## config.mk

```make
export PLATFORM = sky130hd
export DESIGN_NAME = rf_access_ctrl_flat
export DESIGN_NICKNAME = d
export VERILOG_FILES = /design/src/rtl/rf_access_ctrl_if.sv /design/src/rtl/rf_access_ctrl.sv /design/src/flat_wrapper.sv
export SDC_FILE = /design/constraint.sdc
export NUM_CORES = 1
export LEC_CHECK = 0
export CAP_MARGIN = 20
export CORE_AREA = 2 2 166 168
export DETAILED_ROUTE_END_ITERATION = 8
export DIE_AREA = 0 0 168 170
export GPL_TIMING_DRIVEN = 0
export HOLD_SLACK_MARGIN = 0.15
export PLACE_DENSITY = 0.63
export SYNTH_ARGS = -nofsm -noshare
export SYNTH_HDL_FRONTEND = slang
export SYNTH_SLANG_ARGS = --single-unit
export TNS_END_PERCENT = 100
```

## constraint.sdc

```tcl
create_clock -name clk -period 2.6 [get_ports clk]
set_input_delay 0.26 -clock clk [delete_from_list [all_inputs] [get_ports clk]]
set_output_delay 0.26 -clock clk [all_outputs]
set_load 0.05 [all_outputs]
```

## src/rtl/rf_access_ctrl_if.sv

```systemverilog
// ---------------------------------------------------------------------------
// rf_access_ctrl_if
//   Bundles every non-clock signal of rf_access_ctrl: the issue handshake from
//   decode, the register-file read/write ports, the operand handshake towards
//   execute, the writeback request, the PC redirect and the scoreboard debug
//   outputs.
//
//   modport master : the access controller (drives selects, operands, PC)
//   modport slave  : the surrounding core / register file / execute stage
//
//   Parameters
//     NREG : number of architectural registers (x0 hardwired to zero)
//     XLEN : data width
// ---------------------------------------------------------------------------
interface rf_access_ctrl_if #(
    parameter int NREG = 32,
    parameter int XLEN = 32
);
    // issue side
    logic            iss_vld;
    logic            iss_rdy;
    logic [4:0]      iss_rs1;
    logic [4:0]      iss_rs2;
    logic [4:0]      iss_rd;
    logic            iss_rd_we;
    // register file read port
    logic [NREG-1:0] reg_sel_rs1;
    logic [NREG-1:0] reg_sel_rs2;
    logic [XLEN-1:0] reg_rs1;
    logic [XLEN-1:0] reg_rs2;
    // operand stage towards execute
    logic            opd_vld;
    logic            opd_rdy;
    logic [XLEN-1:0] opd_rs1_val;
    logic [XLEN-1:0] opd_rs2_val;
    logic [4:0]      opd_rd;
    logic            opd_rd_we;
    // writeback
    logic            wb_vld;
    logic [4:0]      wb_rd;
    logic [XLEN-1:0] wb_data;
    logic [NREG-1:0] reg_sel_rd;
    logic [XLEN-1:0] reg_rd;
    // PC redirect
    logic            pc_upd_vld;
    logic [XLEN-1:0] pc_upd;
    logic            pc_in_vld;
    logic [XLEN-1:0] pc_in;
    // scoreboard observation
    logic [NREG-1:0] sb_busy;
    logic            sb_err;

    modport master (
        input  iss_vld, iss_rs1, iss_rs2, iss_rd, iss_rd_we,
        output iss_rdy,
        output reg_sel_rs1, reg_sel_rs2,
        input  reg_rs1, reg_rs2,
        output opd_vld, opd_rs1_val, opd_rs2_val, opd_rd, opd_rd_we,
        input  opd_rdy,
        input  wb_vld, wb_rd, wb_data,
        output reg_sel_rd, reg_rd,
        input  pc_upd_vld, pc_upd,
        output pc_in_vld, pc_in,
        output sb_busy, sb_err
    );

    modport slave (
        output iss_vld, iss_rs1, iss_rs2, iss_rd, iss_rd_we,
        input  iss_rdy,
        input  reg_sel_rs1, reg_sel_rs2,
        output reg_rs1, reg_rs2,
        input  opd_vld, opd_rs1_val, opd_rs2_val, opd_rd, opd_rd_we,
        output opd_rdy,
        output wb_vld, wb_rd, wb_data,
        input  reg_sel_rd, reg_rd,
        output pc_upd_vld, pc_upd,
        input  pc_in_vld, pc_in,
        input  sb_busy, sb_err
    );
endinterface

```

## src/rtl/rf_access_ctrl.sv

```systemverilog
// ---------------------------------------------------------------------------
// rf_access_ctrl
//   Core-side register-file access controller. Decodes source/destination
//   indices into one-hot selects, tracks in-flight destinations in a
//   per-register scoreboard, stalls issue on RAW/WAW hazards (bypassing a
//   writeback that lands in the same cycle), registers the operand pair
//   behind a valid/ready handshake and turns PC redirects into a registered
//   one-cycle write strobe.
//
//   Ports
//     clk : clock
//     rst : synchronous reset, active-high
//     bus : rf_access_ctrl_if.master (issue, reg-file read/write, operand
//           handshake, writeback, PC redirect, scoreboard debug)
// ---------------------------------------------------------------------------
module rf_access_ctrl #(
    parameter int NREG = 32,
    parameter int XLEN = 32
) (
    input  logic             clk,
    input  logic             rst,
    rf_access_ctrl_if.master bus
);

    // One-hot decode; x0 never produces a select.
    function automatic logic [NREG-1:0] onehot(input logic [4:0] idx);
        logic [NREG-1:0] r;
        r = '0;
        if (idx != 5'd0) begin
            r[idx] = 1'b1;
        end
        return r;
    endfunction

    // Source operand with same-cycle writeback bypass; x0 reads as zero.
    function automatic logic [XLEN-1:0] src_val(
        input logic [4:0]      idx,
        input logic [XLEN-1:0] rf_val,
        input logic            wb_v,
        input logic [4:0]      wb_idx,
        input logic [XLEN-1:0] wb_val
    );
        if (idx == 5'd0) begin
            return '0;
        end else if (wb_v && (wb_idx == idx)) begin
            return wb_val;
        end else begin
            return rf_val;
        end
    endfunction

    // ------------------------------------------------------------------
    // State
    // ------------------------------------------------------------------
    logic            opd_vld_q,  opd_vld_d;
    logic [XLEN-1:0] opd_rs1_q,  opd_rs1_d;
    logic [XLEN-1:0] opd_rs2_q,  opd_rs2_d;
    logic [4:0]      opd_rd_q,   opd_rd_d;
    logic            opd_we_q,   opd_we_d;
    logic [NREG-1:0] sb_q,       sb_d;
    logic            sb_err_q,   sb_err_d;
    logic            pc_vld_q,   pc_vld_d;
    logic [XLEN-1:0] pc_q,       pc_d;

    // ------------------------------------------------------------------
    // Hazard detection
    // ------------------------------------------------------------------
    logic wb_act;
    logic wb_hit_rs1, wb_hit_rs2, wb_hit_rd;
    logic haz_rs1, haz_rs2, haz_waw;
    logic opd_free;
    logic issue;

    // A writeback to the register being checked retires the pending write
    // in this very cycle, so it lifts the hazard instead of causing one.
    assign wb_act     = bus.wb_vld && (bus.wb_rd != 5'd0);
    assign wb_hit_rs1 = bus.wb_vld && (bus.wb_rd == bus.iss_rs1);
    assign wb_hit_rs2 = bus.wb_vld && (bus.wb_rd == bus.iss_rs2);
    assign wb_hit_rd  = bus.wb_vld && (bus.wb_rd == bus.iss_rd);

    assign haz_rs1 = (bus.iss_rs1 != 5'd0) && sb_q[bus.iss_rs1] && !wb_hit_rs1;
    assign haz_rs2 = (bus.iss_rs2 != 5'd0) && sb_q[bus.iss_rs2] && !wb_hit_rs2;
    assign haz_waw = bus.iss_rd_we && (bus.iss_rd != 5'd0)
                   && sb_q[bus.iss_rd] && !wb_hit_rd;

    // The operand register can take a new entry when empty or draining now.
    assign opd_free = !opd_vld_q || bus.opd_rdy;

    // Ready deliberately ignores iss_vld so decode may depend on it.
    assign bus.iss_rdy = !haz_rs1 && !haz_rs2 && !haz_waw && opd_free;
    assign issue       = bus.iss_vld && bus.iss_rdy;

    // ------------------------------------------------------------------
    // Register-file ports (combinational)
    // ------------------------------------------------------------------
    assign bus.reg_sel_rs1 = onehot(bus.iss_rs1);
    assign bus.reg_sel_rs2 = onehot(bus.iss_rs2);
    assign bus.reg_sel_rd  = bus.wb_vld ? onehot(bus.wb_rd) : '0;
    assign bus.reg_rd      = bus.wb_data;

    // ------------------------------------------------------------------
    // Next-state logic
    // ------------------------------------------------------------------
    always_comb begin
        opd_vld_d = opd_vld_q;
        opd_rs1_d = opd_rs1_q;
        opd_rs2_d = opd_rs2_q;
        opd_rd_d  = opd_rd_q;
        opd_we_d  = opd_we_q;
        sb_d      = sb_q;
        sb_err_d  = sb_err_q;
        pc_vld_d  = bus.pc_upd_vld;
        pc_d      = pc_q;

        // Operand stage: load on issue, otherwise drain on ready.
        if (issue) begin
            opd_vld_d = 1'b1;
            opd_rs1_d = src_val(bus.iss_rs1, bus.reg_rs1,
                                bus.wb_vld, bus.wb_rd, bus.wb_data);
            opd_rs2_d = src_val(bus.iss_rs2, bus.reg_rs2,
                                bus.wb_vld, bus.wb_rd, bus.wb_data);
            opd_rd_d  = bus.iss_rd;
            opd_we_d  = bus.iss_rd_we;
        end else if (bus.opd_rdy) begin
            opd_vld_d = 1'b0;
        end

        // Scoreboard: retire first so a same-index issue (set) wins.
        if (wb_act) begin
            if (!sb_q[bus.wb_rd]) begin
                sb_err_d = 1'b1;
            end
            sb_d[bus.wb_rd] = 1'b0;
        end
        if (issue && bus.iss_rd_we && (bus.iss_rd != 5'd0)) begin
            sb_d[bus.iss_rd] = 1'b1;
        end
        sb_d[0] = 1'b0;

        // PC data holds between redirects; only the strobe is a pulse.
        if (bus.pc_upd_vld) begin
            pc_d = bus.pc_upd;
        end
    end

    // ------------------------------------------------------------------
    // Registers
    // ------------------------------------------------------------------
    always_ff @(posedge clk) begin
        if (rst) begin
            opd_vld_q <= 1'b0;
            opd_rs1_q <= '0;
            opd_rs2_q <= '0;
            opd_rd_q  <= '0;
            opd_we_q  <= 1'b0;
            sb_q      <= '0;
            sb_err_q  <= 1'b0;
            pc_vld_q  <= 1'b0;
            pc_q      <= '0;
        end else begin
            opd_vld_q <= opd_vld_d;
            opd_rs1_q <= opd_rs1_d;
            opd_rs2_q <= opd_rs2_d;
            opd_rd_q  <= opd_rd_d;
            opd_we_q  <= opd_we_d;
            sb_q      <= sb_d;
            sb_err_q  <= sb_err_d;
            pc_vld_q  <= pc_vld_d;
            pc_q      <= pc_d;
        end
    end

    // ------------------------------------------------------------------
    // Outputs
    // ------------------------------------------------------------------
    assign bus.opd_vld     = opd_vld_q;
    assign bus.opd_rs1_val = opd_rs1_q;
    assign bus.opd_rs2_val = opd_rs2_q;
    assign bus.opd_rd      = opd_rd_q;
    assign bus.opd_rd_we   = opd_we_q;
    assign bus.sb_busy     = sb_q;
    assign bus.sb_err      = sb_err_q;
    assign bus.pc_in_vld   = pc_vld_q;
    assign bus.pc_in       = pc_q;

endmodule
```

## src/flat_wrapper.sv

```systemverilog
// flat-port wrapper written by rule: the top's interface ports become plain ports
module rf_access_ctrl_flat 
#(
    parameter int NREG = 32,
    parameter int XLEN = 32
)
  (clk, rst, bus_iss_vld, bus_iss_rs1, bus_iss_rs2, bus_iss_rd, bus_iss_rd_we, bus_iss_rdy, bus_reg_sel_rs1, bus_reg_sel_rs2, bus_reg_rs1, bus_reg_rs2, bus_opd_vld, bus_opd_rs1_val, bus_opd_rs2_val, bus_opd_rd, bus_opd_rd_we, bus_opd_rdy, bus_wb_vld, bus_wb_rd, bus_wb_data, bus_reg_sel_rd, bus_reg_rd, bus_pc_upd_vld, bus_pc_upd, bus_pc_in_vld, bus_pc_in, bus_sb_busy, bus_sb_err);
  rf_access_ctrl_if #(.NREG(NREG), .XLEN(XLEN)) bus_i ();
  input  logic clk;
  input  logic rst;
  input wire logic [$bits(bus_i.iss_vld)-1:0] bus_iss_vld;
  input wire logic [$bits(bus_i.iss_rs1)-1:0] bus_iss_rs1;
  input wire logic [$bits(bus_i.iss_rs2)-1:0] bus_iss_rs2;
  input wire logic [$bits(bus_i.iss_rd)-1:0] bus_iss_rd;
  input wire logic [$bits(bus_i.iss_rd_we)-1:0] bus_iss_rd_we;
  output wire logic [$bits(bus_i.iss_rdy)-1:0] bus_iss_rdy;
  output wire logic [$bits(bus_i.reg_sel_rs1)-1:0] bus_reg_sel_rs1;
  output wire logic [$bits(bus_i.reg_sel_rs2)-1:0] bus_reg_sel_rs2;
  input wire logic [$bits(bus_i.reg_rs1)-1:0] bus_reg_rs1;
  input wire logic [$bits(bus_i.reg_rs2)-1:0] bus_reg_rs2;
  output wire logic [$bits(bus_i.opd_vld)-1:0] bus_opd_vld;
  output wire logic [$bits(bus_i.opd_rs1_val)-1:0] bus_opd_rs1_val;
  output wire logic [$bits(bus_i.opd_rs2_val)-1:0] bus_opd_rs2_val;
  output wire logic [$bits(bus_i.opd_rd)-1:0] bus_opd_rd;
  output wire logic [$bits(bus_i.opd_rd_we)-1:0] bus_opd_rd_we;
  input wire logic [$bits(bus_i.opd_rdy)-1:0] bus_opd_rdy;
  input wire logic [$bits(bus_i.wb_vld)-1:0] bus_wb_vld;
  input wire logic [$bits(bus_i.wb_rd)-1:0] bus_wb_rd;
  input wire logic [$bits(bus_i.wb_data)-1:0] bus_wb_data;
  output wire logic [$bits(bus_i.reg_sel_rd)-1:0] bus_reg_sel_rd;
  output wire logic [$bits(bus_i.reg_rd)-1:0] bus_reg_rd;
  input wire logic [$bits(bus_i.pc_upd_vld)-1:0] bus_pc_upd_vld;
  input wire logic [$bits(bus_i.pc_upd)-1:0] bus_pc_upd;
  output wire logic [$bits(bus_i.pc_in_vld)-1:0] bus_pc_in_vld;
  output wire logic [$bits(bus_i.pc_in)-1:0] bus_pc_in;
  output wire logic [$bits(bus_i.sb_busy)-1:0] bus_sb_busy;
  output wire logic [$bits(bus_i.sb_err)-1:0] bus_sb_err;
  assign bus_i.iss_vld = bus_iss_vld;
  assign bus_i.iss_rs1 = bus_iss_rs1;
  assign bus_i.iss_rs2 = bus_iss_rs2;
  assign bus_i.iss_rd = bus_iss_rd;
  assign bus_i.iss_rd_we = bus_iss_rd_we;
  assign bus_iss_rdy = bus_i.iss_rdy;
  assign bus_reg_sel_rs1 = bus_i.reg_sel_rs1;
  assign bus_reg_sel_rs2 = bus_i.reg_sel_rs2;
  assign bus_i.reg_rs1 = bus_reg_rs1;
  assign bus_i.reg_rs2 = bus_reg_rs2;
  assign bus_opd_vld = bus_i.opd_vld;
  assign bus_opd_rs1_val = bus_i.opd_rs1_val;
  assign bus_opd_rs2_val = bus_i.opd_rs2_val;
  assign bus_opd_rd = bus_i.opd_rd;
  assign bus_opd_rd_we = bus_i.opd_rd_we;
  assign bus_i.opd_rdy = bus_opd_rdy;
  assign bus_i.wb_vld = bus_wb_vld;
  assign bus_i.wb_rd = bus_wb_rd;
  assign bus_i.wb_data = bus_wb_data;
  assign bus_reg_sel_rd = bus_i.reg_sel_rd;
  assign bus_reg_rd = bus_i.reg_rd;
  assign bus_i.pc_upd_vld = bus_pc_upd_vld;
  assign bus_i.pc_upd = bus_pc_upd;
  assign bus_pc_in_vld = bus_i.pc_in_vld;
  assign bus_pc_in = bus_i.pc_in;
  assign bus_sb_busy = bus_i.sb_busy;
  assign bus_sb_err = bus_i.sb_err;
  rf_access_ctrl #(.NREG(NREG), .XLEN(XLEN)) u_core (.clk(clk), .rst(rst), .bus(bus_i));
endmodule
```

# --- Word-level counts from Yosys, hierarchy flattened ---
# Index checks and enable logic that the tools add are counted.
word_totals:
  register_bits: 137
  latchBits: 0
  mem_bits_rw: 0
  rom_bits: 0
  input_bits: 155
  output_inout_bits: 266
  n_memories: 0
classes:
  n_addsub: 0
  mul: 0
  div_mod_pow: 0
  magnitude_cmp: 8
  eq_ne: 3
  shift: 0
  n_mux: 28
  bitwise: 4
  reduce_logical: 37
ops:
  columns: ["operator", "count"]
  rows:
  - ["$mux 32", 10]
  - ["$and 32x32->32", 1]
  - ["$not 32->32", 1]
  - ["$or 32x32->32", 1]
  - ["$lt 5x6->1 const B", 4]
  - ["$logic_and 1x1->1", 21]
  - ["$bmux 1 s5", 4]
  - ["$demux 1 s5", 4]
  - ["$ge 5x1->1 const B", 4]
  - ["$reduce_bool 5->1", 4]
  - ["$eq 5x5->1", 3]
  - ["$logic_not 5->1", 2]
  - ["$mux 1", 10]
  - ["$logic_not 1->1", 7]
  - ["$reduce_and 2->1", 1]
  - ["$reduce_bool 2->1", 1]
  - ["$logic_or 1x1->1", 1]
  - ["$not 1->1", 1]

# --- Depth between registers and ports, before layout ---
depth:
  word_depth: 12
  depth_mapped: 12
  ltp_nobuf: 7

# --- Least setup slack after synthesis ---
# Ideal clock, no wire load.
synth_path:
  kind: "register to output"
  startpoint: "register u_core.sb_q[15], in the netlist u_core.bus.sb_busy[15]"
  endpoint: "output port bus_iss_rdy"
  arrival_time_ps: 2775
  slack_ps: -435
  path_stages_with_launch: 7
  cell_sequence: "dfxtp_1 -> mux4_2 -> nor2b_1 -> a211oi_1 -> and4_1 -> o32ai_2 -> a221oi_1"
synth_via:
  elab_chain_len: 8
  word_cells_on_any_way: 18
  cone_classes: "6 x mux; 12 x reduce/logical"
synth_rtl:
  columns: ["item", "line_no", "source"]
  rows:
  - ["start, declared", "rf_access_ctrl.sv:60", "logic [NREG-1:0] sb_q, sb_d;"]
  - ["start signal, assigned", "rf_access_ctrl.sv:156", "sb_q <= '0;"]
  - ["start signal, assigned", "rf_access_ctrl.sv:166", "sb_q <= sb_d;"]
  - ["$bmux 1 s5, on equally long branches", "rf_access_ctrl.sv:81, rf_access_ctrl.sv:82", null]
  - ["$mux 1, on equally long branches", "rf_access_ctrl.sv:81, rf_access_ctrl.sv:82", null]
  - ["$logic_and 1x1->1, on equally long branches (2 in series)", "rf_access_ctrl.sv:81, rf_access_ctrl.sv:82", null]
  - ["$logic_not 1->1", "rf_access_ctrl.sv:90", "assign bus.iss_rdy = !haz_rs1 && !haz_rs2 && !haz_waw && opd_free;"]
  - ["$logic_and 1x1->1", "rf_access_ctrl.sv:90", null]
  - ["$logic_and 1x1->1 (*) (2 in series)", "rf_access_ctrl.sv:90", null]
  - ["end, declared", "flat_wrapper.sv:16", "output wire logic [$bits(bus_i.iss_rdy)-1:0] bus_iss_rdy;"]
# Every way passes the cells marked *; elsewhere a longest branch is shown, timed or not. The select of a mux whose other input is x is not followed.

# --- Worst setup path in the final report ---
layout_path:
  startpoint: "input port bus_iss_rs1[0]"
  endpoint: "output port bus_iss_rdy"
layout_via:
  elab_chain_len: 8
  word_cells_on_any_way: 12
  cone_classes: "1 x eq/ne; 2 x mux; 9 x reduce/logical"
layout_rtl:
  columns: ["item", "line_no", "source"]
  rows:
  - ["start, declared", "flat_wrapper.sv:12", "input wire logic [$bits(bus_i.iss_rs1)-1:0] bus_iss_rs1;"]
  - ["$bmux 1 s5 / $eq 5x5->1 (equally long branches)", "rf_access_ctrl.sv:81, rf_access_ctrl.sv:77", null]
  - ["$mux 1 (implied by the code) / $logic_and 1x1->1 (equally long branches)", "rf_access_ctrl.sv:81, rf_access_ctrl.sv:77", null]
  - ["$logic_and 1x1->1 / $logic_not 1->1 (equally long branches)", "rf_access_ctrl.sv:81", "assign haz_rs1 = (bus.iss_rs1 != 5'd0) && sb_q[bus.iss_rs1] && !wb_hit_rs1;"]
  - ["$logic_and 1x1->1 (*)", "rf_access_ctrl.sv:81", null]
  - ["$logic_not 1->1 (*)", "rf_access_ctrl.sv:90", null]
  - ["$logic_and 1x1->1 (*) (3 in series)", "rf_access_ctrl.sv:90", null]
# Marks and branches as above.

==> reports/qor.yml <==
cells_and_area:
  final_net_count: 1574
  mostFrequentLayoutCells: "354 x clkdlybuf4s50_1, 196 x nor2_1, 129 x mux2i_1"
  layout.cells.most_common: "clkdlybuf4s50_1"
  area.growth.synth_to_final_pct: 71.8
  final_cells: 1773
  post_route_cells_drive_above_1_share: 0.253
  antenna_cells: 0
placed_design:
  dp_slack_ns: -1.35
  placedCellCount: 1707
  hpwlAfterDp_um: 28100
  place.gp.congestion: 0.871
  io_buffers: 405
sta:
  timing.fmax_mhz: 365
  slew_at_the_pin_with_the_worst_max_slew_slack_ns: 0.748
  grt_setup_unrepaired: "true"
  final_count_of_negative_setup_slack_endpoints: 81
  final.setup_skew_ns: 0.0202
  slew_headroom: 0.500
  timing_max_transition_violations_final: 0
  final_min_period_over_clock_period: 1.05
  tightest_hold_margin_ns: 0.263
  period_minus_slack_ns: 2.74
  hold_violations: 0
  timing.final.ws_setup_ns: -0.141
  totalNegativeSetupSlack_ns: -5.43
logic_synthesis:
  synth-warning-count: 0
  post_synth_instance_area_um2: 8530
  yosys.cell_types.count: 50
  synthFlopType: "dfxtp_1"
  synth_area_per_cell_um2: 8.91
  synth-async-reset-ratio: 0
  postSynthRegisterBits: 136
  ys_seq_area_frac: 0.319
  synthCells: 958
  synth_edf_count: 0
critical_path:
  crit_path_max_fanout: 7
  timing.critical_path.to_type: "output pin"
  crit_start_category: "primary input"
  worst-r2r-cell-count: 11
  critical_path.top_delay_family: "buffers and inverters"
  worst_setup_path_end: "bus_iss_rdy"
  worst-path-buf-inv: 4
  crit_top_cell: "buf_6"
  crit_start: "bus_iss_rs1[0]"
  worst_ep_arrival_time_ns: 2.48
  critPathMaxStageDelay_ns: 0.34
  timing.critical_path.slowest_stage_cell: "nor4_4"
  timing.rr.end: "u_core.bus.opd_rs2_val[24]$_SDFFE_PP0P_"
  worst_r2r_startpoint: "u_core.bus.sb_busy[7]$_SDFF_PP0_"
  reg2reg_setup_slack_ns: -0.12
  timing_worst_setup_path_type: "in2out"
  path_depth: 10
  crit_chain: "dlygate4sd2_1, buf_6, buf_4, mux2i_1, o22a_1, o22ai_2, nor4_4, o32ai_4, a221oi_2, buf_6"
  critical_path_required_ns: 2.34
status:
  outcome: "finished with violations"
  failing_checks: "setup timing"
clock_tree:
  clk_path_buf_depth: 2
  numCtsBuffers: 17
  clk-insertion-delay-late_ns: 0.43
  ctsRootBufferMaster: "clkbuf_16"
  cts-hold-fix-buffers: 0
  cts_tree: "built"
  clock_sinks: 136
  htree_num_levels: 4
  clkTransAtPathRegs_ns: 0.06
routing:
  detail_route.wl_per_cell_um: 21.0
  vias: 8932
  detail-route-antenna-nets: 0
  drc: 0
  drtIter0Drc: 550
  drt_pre_antenna_iters: 5
  wl_um: 37200
  viasPerCell: 5.04
global_route:
  first_global_vias: 8825
  grt_start_max_net_pins: 17
  antenna_found_initial: 0
  globalRouteTotalUtil: 0.247
  grt.overflow.total: 0
  grt_pass1_wl_um: 53700
die:
  die_x_um: 168
  coreArea_um2: 26700
  die_footprint_um2: 28600
  num_io_pins: 421
  initial_core_utilization: 0.320
  core.rowCount: 60
  die_height_um: 170
power:
  total_power_mw: 6.88
  pwr_density_cell_nw_per_um2: 469
  vdd_drop_max_uv: 391
  leakagePower_nw: 5.74
worst_hold_path:
  worstHoldPathType: "in2reg"
  timing.hold.worst.start: "bus_pc_upd_vld"
flow_run:
  cap_violations: 0
-- cells in the mapped netlist, types with 8 or more instances --
| cell | instances | area [µm²] |
|---|---|---|
| or3b_2 | 38 | 333 |
| dfxtp_1 | 136 | 2720 |
| nand2b_1 | 23 | 144 |
| nand3_1 | 8 | 40.0 |
| o31ai_1 | 25 | 188 |
| buf_4 | 44 | 330 |
| buf_1 | 10 | 37.5 |
| nand2_1 | 14 | 52.6 |
| o22ai_1 | 9 | 56.3 |
| buf_2 | 15 | 75.1 |
| mux2i_1 | 133 | 1330 |
| nor2_1 | 199 | 747 |
| clkbuf_1 | 45 | 169 |
| nand3b_1 | 14 | 105 |
| mux2_2 | 67 | 754 |
| nor2b_1 | 78 | 488 |
| mux4_2 | 13 | 293 |
| xor2_1 | 12 | 105 |
-- through the flow --
stage                     utilization  instance area, µm²
after floorplan                     -                8550
after global placement          0.489               13000
after detailed placement        0.489               13000
after CTS                       0.520               13900
after global routing            0.550               14700
final                           0.550               14700
-- what timing repair did --
action / 4_1_cts / 5_1_grt
endpoints found under the setup margin: 191 / 161
setup buffers: 10 / 21
pin swaps: 4 / 18
resized for setup: 129 / 137
gates cloned: 0 / 8
-- kinds of logic (layout without fill, tap and decap cells) --
logic type             after synthesis  count (layout)  share of synthesized area
buffers and inverters              124             595                     0.0805
XOR/XNOR                            15              15                     0.0154
flip-flops                         136             136                      0.319
AO/OA/AOI/OAI                       68              68                     0.0617
multiplexers                       213             213                      0.279
AND/OR/NAND/NOR                    401             401                      0.244
other                                1               4                   0.000439
-- flip-flops by register name, indices dropped and copies added, names as in the netlist --
signal and cells:
u_core.bus.opd_rd 5, u_core.bus.opd_rd_we 1, u_core.bus.opd_rs1_val 32, u_core.bus.opd_rs2_val 32
u_core.bus.opd_vld 1, u_core.bus.pc_in 32, u_core.bus.pc_in_vld 1, u_core.bus.sb_busy 31
u_core.bus.sb_err 1
-- where the power goes --
group          internal [mW]  switching (mW)
sequential              2.19          0.0597
clock                   1.45            1.07
combinational          0.904            1.21
total                   4.54            2.34
-- worst min-delay path, cell delays in order --
cell and delay [ns]:
clkbuf_1 0.17, mux2i_1 0.16, nor2_1 0.07
-- worst min-delay path by stage --
stage	slack, ns	cells past startpoint	endpoint
2_1_floorplan	0.41	2	u_core.bus.pc_in[0]$_SDFFE_PP0P_
3_3_place_gp	0.45	2	u_core.bus.sb_err$_SDFFE_PP0P_
3_5_place_dp	0.46	2	u_core.bus.sb_err$_SDFFE_PP0P_
4_1_cts	0.27	3	u_core.bus.pc_in[0]$_SDFFE_PP0P_
5_1_grt	0.29	3	u_core.bus.pc_in[31]$_SDFFE_PP0P_
6_report	0.26	3	u_core.bus.pc_in[0]$_SDFFE_PP0P_
-- layout make-up --
cell class                      instances  area, µm²
Buffer                                114        842
Clock buffer                           17        425
Clock inverter                         15        175
Fill cell                            2446      12000
Inverter                                5       18.8
Multi-Input combinational cell        701       5540
Sequential cell                       136       2770
Tap cell                              341        427
Timing Repair Buffer                  444       4460
-- layer usage --
metal	up-vias	global-route usage	wire [µm]
met5	-	0	0
li1	4199	-	-
met4	0	0.0888	1160
met2	439	0.425	18000
met3	69	0.0681	3120
met1	4225	0.294	14900
Power figures use the tool's default switching activity.
